### config.mk
export PLATFORM = sky130hd
export DESIGN_NAME = if_fetch_ctrl
export DESIGN_NICKNAME = d
export VERILOG_FILES = /design/src/rtl/if_fetch_ctrl_pkg.sv /design/src/rtl/if_fetch_fifo.sv /design/src/rtl/if_fetch_ctrl.sv
export SDC_FILE = /design/constraint.sdc
export NUM_CORES = 1
export LEC_CHECK = 0
export ABC_AREA = 1
export CORE_MARGIN = 2
export CORE_UTILIZATION = 55
export CTS_CLUSTER_SIZE = 8
export DETAILED_ROUTE_END_ITERATION = 12
export PLACE_DENSITY = 0.77
export SETUP_SLACK_MARGIN = 0.3
export SYNTH_ARGS = -nofsm -noshare
export SYNTH_HDL_FRONTEND = slang
export SYNTH_SLANG_ARGS = --single-unit
### constraint.sdc
create_clock -name clk -period 9.48 [get_ports clk]
set_input_delay 1.422 -clock clk [delete_from_list [all_inputs] [get_ports clk]]
set_output_delay 1.422 -clock clk [all_outputs]
set_load 0.05 [all_outputs]
### src/rtl/if_fetch_ctrl_pkg.sv
// Shared fetch-stage constants and the prefetch queue entry layout.
package if_fetch_ctrl_pkg;

    localparam int unsigned IF_ADDR_W = 16;
    localparam int unsigned IF_INST_W = 32;

    // One prefetched instruction together with the PC it was fetched from.
    typedef struct packed {
        logic [IF_INST_W-1:0] inst;
        logic [IF_ADDR_W-1:0] pc;
    } if_entry_t;

endpackage

### src/rtl/if_fetch_fifo.sv
// Synchronous prefetch FIFO: push at tail, pop at head, flush empties it.
// Head entry is always presented; it is meaningful only while o_count != 0.
module if_fetch_fifo #(
    parameter int unsigned WIDTH = 48,
    parameter int unsigned DEPTH = 4,
    localparam int unsigned CNT_W = $clog2(DEPTH) + 1
) (
    input  logic             clk,
    input  logic             rst,
    input  logic             i_flush,
    input  logic             i_push,
    input  logic             i_pop,
    input  logic [WIDTH-1:0] i_data,
    output logic [WIDTH-1:0] o_head,
    output logic [CNT_W-1:0] o_count
);

    localparam int unsigned PTR_W = $clog2(DEPTH);

    logic [WIDTH-1:0] r_mem [DEPTH];
    logic [PTR_W-1:0] r_wr_ptr;
    logic [PTR_W-1:0] r_rd_ptr;
    logic [CNT_W-1:0] r_count;

    logic w_push;
    logic w_pop;

    // Flush overrides both push and pop; push into a full queue is ignored.
    assign w_push = i_push && !i_flush && (r_count != CNT_W'(DEPTH));
    assign w_pop  = i_pop  && !i_flush && (r_count != '0);

    // Pointer and occupancy tracking.
    always_ff @(posedge clk or posedge rst) begin
        if (rst) begin
            r_wr_ptr <= '0;
            r_rd_ptr <= '0;
            r_count  <= '0;
        end else if (i_flush) begin
            r_wr_ptr <= '0;
            r_rd_ptr <= '0;
            r_count  <= '0;
        end else begin
            if (w_push) begin
                r_wr_ptr <= r_wr_ptr + PTR_W'(1);
            end
            if (w_pop) begin
                r_rd_ptr <= r_rd_ptr + PTR_W'(1);
            end
            if (w_push && !w_pop) begin
                r_count <= r_count + CNT_W'(1);
            end else if (w_pop && !w_push) begin
                r_count <= r_count - CNT_W'(1);
            end
        end
    end

    // Entry storage; cleared on reset so the head reads as zero out of reset.
    always_ff @(posedge clk or posedge rst) begin
        if (rst) begin
            for (int unsigned i = 0; i < DEPTH; i++) begin
                r_mem[i] <= '0;
            end
        end else if (w_push) begin
            r_mem[r_wr_ptr] <= i_data;
        end
    end

    assign o_head  = r_mem[r_rd_ptr];
    assign o_count = r_count;

endmodule

### src/rtl/if_fetch_ctrl.sv
// Instruction-fetch sequencer: issues word-aligned fetches under a credit
// limit, queues returned words with their PC, and hands them to decode.
// A redirect flushes the queue and discards responses of the old stream.
module if_fetch_ctrl
    import if_fetch_ctrl_pkg::*;
#(
    parameter int unsigned        ADDR_W   = IF_ADDR_W,
    parameter int unsigned        DEPTH    = 4,
    parameter logic [ADDR_W-1:0]  RESET_PC = '0
) (
    input  logic                 clk,
    input  logic                 rst,
    input  logic                 redirect_valid,
    input  logic [ADDR_W-1:0]    redirect_pc,
    input  logic                 id_ready,
    output logic                 if_valid,
    output logic [IF_INST_W-1:0] if_inst,
    output logic [ADDR_W-1:0]    if_pc,
    output logic                 mem_req,
    output logic [ADDR_W-1:0]    mem_addr,
    input  logic                 mem_gnt,
    input  logic                 mem_rvalid,
    input  logic [IF_INST_W-1:0] mem_rdata
);

    localparam int unsigned CNT_W   = $clog2(DEPTH) + 1;
    localparam int unsigned ENTRY_W = IF_INST_W + ADDR_W;

    logic [ADDR_W-1:0]  r_fetch_pc;
    logic [ADDR_W-1:0]  r_resp_pc;
    logic [CNT_W-1:0]   r_outstanding;
    logic [CNT_W-1:0]   r_discard;

    logic [CNT_W-1:0]   w_count;
    logic [ENTRY_W-1:0] w_head;
    logic [CNT_W:0]     w_credit_used;
    logic [ADDR_W-1:0]  w_redirect_pc;
    logic [CNT_W-1:0]   w_old_in_flight;
    logic               w_grant;
    logic               w_push;
    logic               w_pop;
    logic               w_unused_pc_lsbs;

    assign w_redirect_pc    = {redirect_pc[ADDR_W-1:2], 2'b00};
    assign w_unused_pc_lsbs = ^redirect_pc[1:0];

    // Queued words plus words still in flight may never exceed the queue size,
    // so a returning response always has a free slot.
    assign w_credit_used = {1'b0, w_count} + {1'b0, r_outstanding};
    assign mem_req       = !rst && !redirect_valid && (w_credit_used < (CNT_W+1)'(DEPTH));
    assign mem_addr      = r_fetch_pc;
    assign w_grant       = mem_req && mem_gnt;

    // Responses are kept only when no old-stream words remain to be dropped
    // and no redirect is killing the current stream this cycle.
    assign w_push = mem_rvalid && !redirect_valid && (r_discard == '0);

    assign if_valid = (w_count != '0) && !redirect_valid;
    assign w_pop    = if_valid && id_ready;
    assign if_inst  = w_head[ENTRY_W-1:ADDR_W];
    assign if_pc    = w_head[ADDR_W-1:0];

    // Requests that are still owed a response, excluding one returning now.
    assign w_old_in_flight = r_outstanding - CNT_W'(mem_rvalid);

    // Issue PC and response-tag PC; both restart at the redirect target.
    always_ff @(posedge clk or posedge rst) begin
        if (rst) begin
            r_fetch_pc <= RESET_PC;
            r_resp_pc  <= RESET_PC;
        end else if (redirect_valid) begin
            r_fetch_pc <= w_redirect_pc;
            r_resp_pc  <= w_redirect_pc;
        end else begin
            if (w_grant) begin
                r_fetch_pc <= r_fetch_pc + ADDR_W'(4);
            end
            if (w_push) begin
                r_resp_pc <= r_resp_pc + ADDR_W'(4);
            end
        end
    end

    // Outstanding-request and discard accounting. No grant can occur in a
    // redirect cycle, so everything still in flight afterwards is stale.
    always_ff @(posedge clk or posedge rst) begin
        if (rst) begin
            r_outstanding <= '0;
            r_discard     <= '0;
        end else if (redirect_valid) begin
            r_outstanding <= w_old_in_flight;
            r_discard     <= w_old_in_flight;
        end else begin
            if (w_grant && !mem_rvalid) begin
                r_outstanding <= r_outstanding + CNT_W'(1);
            end else if (mem_rvalid && !w_grant) begin
                r_outstanding <= r_outstanding - CNT_W'(1);
            end
            if (mem_rvalid && (r_discard != '0)) begin
                r_discard <= r_discard - CNT_W'(1);
            end
        end
    end

    if_fetch_fifo #(
        .WIDTH (ENTRY_W),
        .DEPTH (DEPTH)
    ) u_fifo (
        .clk     (clk),
        .rst     (rst),
        .i_flush (redirect_valid),
        .i_push  (w_push),
        .i_pop   (w_pop),
        .i_data  ({mem_rdata, r_resp_pc}),
        .o_head  (w_head),
        .o_count (w_count)
    );

endmodule

==> metrics.md <==
| Metric | Value |
|---|---|
| GRT Max-Usage Layer | `met2` |
| Clock-pin slew on the worst setup and hold paths | `50 ps` |
| Layout cells sized above 1 | `0.136` |
| Unique masters post-synth | `37` |
| Ant diodes | `0` |
| Max_slew headroom | `0.301` |
| Fmax | `197 MHz` |
| Crit. Startpoint | `redirect_valid` |
| Sw frac | `0.404` |
| Die Span Y | `144 um` |
| Leak | `6.00 nW` |
| Max Clock Skew | `24.0 ps` |
| Setup TNS | `0 ps` |
| M1 GR Usage | `0.333` |
| Cell Pwr Density | `323 nW/um2` |
| Final Hold Violating Endpoints | `0` |
| Die Wd | `144 um` |
| DR vias/cell | `5.55` |
| RR Startpoint | `r_discard[0]` |
| Sink count of the clock tree | `225` |
| CTS H-tree lvls | `2` |
| Psw | `0.00170 W` |
| Layout area overhead | `19.8%` |
| Run status | `finished, final reports clean` |
| Initial antenna violation count | `0` |
| Setup crit start kind | `primary input` |
| Peak supply drop | `0.179 mV` |
| Net count, final | `1304` |
| Setup repair bufs after CTS | `0` |
| Hold buffers post-CTS | `0` |
| Syn avg cell area | `9.52 um2` |
| CTS tree | `done` |
| Initial core utilization | `0.559` |
| M2 GR Usage | `0.404` |
| Fill count | `1535` |
| Worst Hold Class | `reg2reg` |
| Hold WS | `478 ps` |
| Core area | `19400 um2` |
| Critical-path maximum fanout | `27` |
| Largest net degree at the start of global routing | `96` |
| Seq pwr share | `0.320` |
| Final Cell Area | `13000 um2` |
| GRT Total Usage | `0.246` |
| Final ANT Viol Nets | `0` |
| Synthesized cell area | `10800 um2` |
| Initial drt markers | `502` |
| Synthesized flop and latch total | `225` |
| Number of max-cap violations | `0` |
| Internal cell power | `0.00250 W` |
| Worst slack at placement | `4430 ps` |
| Row cnt | `51` |
| CTS Buffer Depth | `3` |
| IO buf count | `113` |
| Most common cell after layout, fill and taps aside | `dfrtp_1` |
| Vias in the first global route | `8377` |
| Worst-margin pin slew | `1050 ps` |
| Most frequent cells in the layout | `224 x dfrtp_1, 199 x o21ai_0, 179 x nand2_1, 113 x clkdlybuf4s50_1, 98 x mux2_2` |
| GR Util met3 | `0.0477` |
| Final Setup Violations | `0` |
| Via count | `8353` |
| Die area | `20900 um2` |
| Post-synthesis sequential area ratio | `0.519` |
| Clock Tree Root | `clkbuf_16` |
| CTS resizes | `0` |
| First-pass GRT wire length | `40800 um` |
| Residual DRC | `0` |
| GP Congestion | `0.921` |
| Combinational power share | `0.424` |
| Final setup margin | `4420 ps` |
| Post-Syn Instances | `1139` |
| Clock Latency Late Sink | `500 ps` |
| CP required | `8060 ps` |
| Endpoint class of the critical path | `primary output` |
| Final HPWL DP | `14800 um` |
| Arr. time, crit path | `3640 ps` |
| DP Area | `12000 um2` |
| Hold path startpoint | `u_fifo.r_mem[101]` |
| Final WL | `24800 um` |
| Min Tclk post-route | `5060 ps` |
| WL/cell | `16.5 um` |
| RSZ-0062 raised after global routing | `false` |
| Crit Path Class | `in2out` |
| TritonCTS buffer count | `34` |
| IO Pins | `120` |
| Yosys warnings | `0` |
| Max-slew violations | `0` |
| Pre-Repair DR Iteration Count | `5` |
| GRT overflow | `0` |
| Fin crit share | `0.534` |
| Clk network pwr share | `0.256` |
==> layer usage <==
layer	wire length (um)	part of all wire	vias up
met2	11800	0.48	198
met3	1220	0.049	42
met5	0	0	-
met1	11200	0.45	4109
li1	-	-	4004
met4	528	0.021	0
==> cells by family (layout without fill, tap and decap cells) <==
group | Yosys count | count (layout) | synth area share
flops | 225 | 225 | 0.519
other cells | 1 | 4 | 0.000346
mux | 106 | 106 | 0.110
buf+inv | 164 | 262 | 0.0676
fa+ha+maj | 14 | 14 | 0.0175
compound gates | 309 | 309 | 0.155
simple gates | 307 | 307 | 0.119
xor+xnor | 13 | 13 | 0.0105
==> synthesized netlist by cell type <==
library cell	n	area, um2
nor3_1	10	50.1
nand4_1	5	31.3
nand3b_1	2	15.0
o21a_1	36	270
o22ai_1	5	31.3
a21oi_1	50	250
buf_6	4	45.0
buf_4	21	158
conb_1	1	3.75
clkbuf_1	30	113
o21ai_1	1	5.00
inv_2	4	15.0
nor2_2	1	6.26
nand2_2	2	12.5
buf_2	7	35.0
o211ai_1	11	82.6
mux2_1	8	90.1
ha_1	12	150
nor2_4	5	56.3
buf_1	4	15.0
mux2_2	98	1100
fa_1	2	40.0
a31oi_1	3	18.8
xnor2_1	5	43.8
nand2_1	179	672
nor2_1	64	240
dfrtp_1	225	5630
inv_1	94	353
o21ai_0	199	996
xor2_1	8	70.1
nand3_2	1	10.0
nand2_4	1	11.3
or2_2	4	25.0
o221ai_1	2	17.5
nand3_1	33	165
o31ai_1	1	7.51
a22oi_1	1	7.51
==> sequential cells by signal, summed over array words and instances, names as in the netlist <==
register and cells:
u_fifo.r_rd_ptr 2, mem_addr 14, r_discard 3, r_resp_pc 14, r_outstanding 3, u_fifo.o_count 3, u_fifo.r_mem 184, u_fifo.r_wr_ptr 2
==> worst max-delay path, cell delays in order <==
cell	delay (ps)
clkdlybuf4s50_1	390
buf_4	230
inv_2	370
nand3b_1	150
nor2_2	220
clkdlybuf4s50_1	840
==> stage by stage <==
stage,utilization,total power (W),instances
CTS,0.670,0.00422,1505
global placement,0.621,0.00308,1465
global route,0.670,0.00443,1505
detailed placement,0.621,0.00312,1465
finish,0.670,0.00419,1505
floorplan,-,0.00258,1142
==> final timing paths <==
check	cells after the start	to	slack, ps
setup / recovery	6	mem_req	4420
hold / removal	1	u_fifo.r_mem[101]	480
setup reg to reg	8	u_fifo.r_mem[166]	6510
hold reg to reg	1	u_fifo.r_mem[101]	480
max in group asynchronous	5	u_fifo.r_mem[123]	5480
min in group asynchronous	2	u_fifo.r_mem[103]	1330
==> layout make-up <==
type                    instances  area (um2)  share of cell area
repair buffers                124        1210              0.0934
multi-input cells             753        4490               0.346
clock inverters                 1        8.76            0.000674
well taps                     265         332              0.0255
clock buffers                  39         933              0.0719
inverters                      98         377              0.0290
flip-flops and latches        225        5630               0.434
==> power by group through the flow <==
stage	Clock [W]	Sequential, W	Combinational, W
after floorplan	0	0.00135	0.00123
after global placement	0	0.00134	0.00174
after detailed placement	0	0.00135	0.00177
after CTS	0.00110	0.00134	0.00178
after global routing	0.00114	0.00138	0.00192
final	0.00107	0.00134	0.00178
Power figures use the tool's default switching activity.
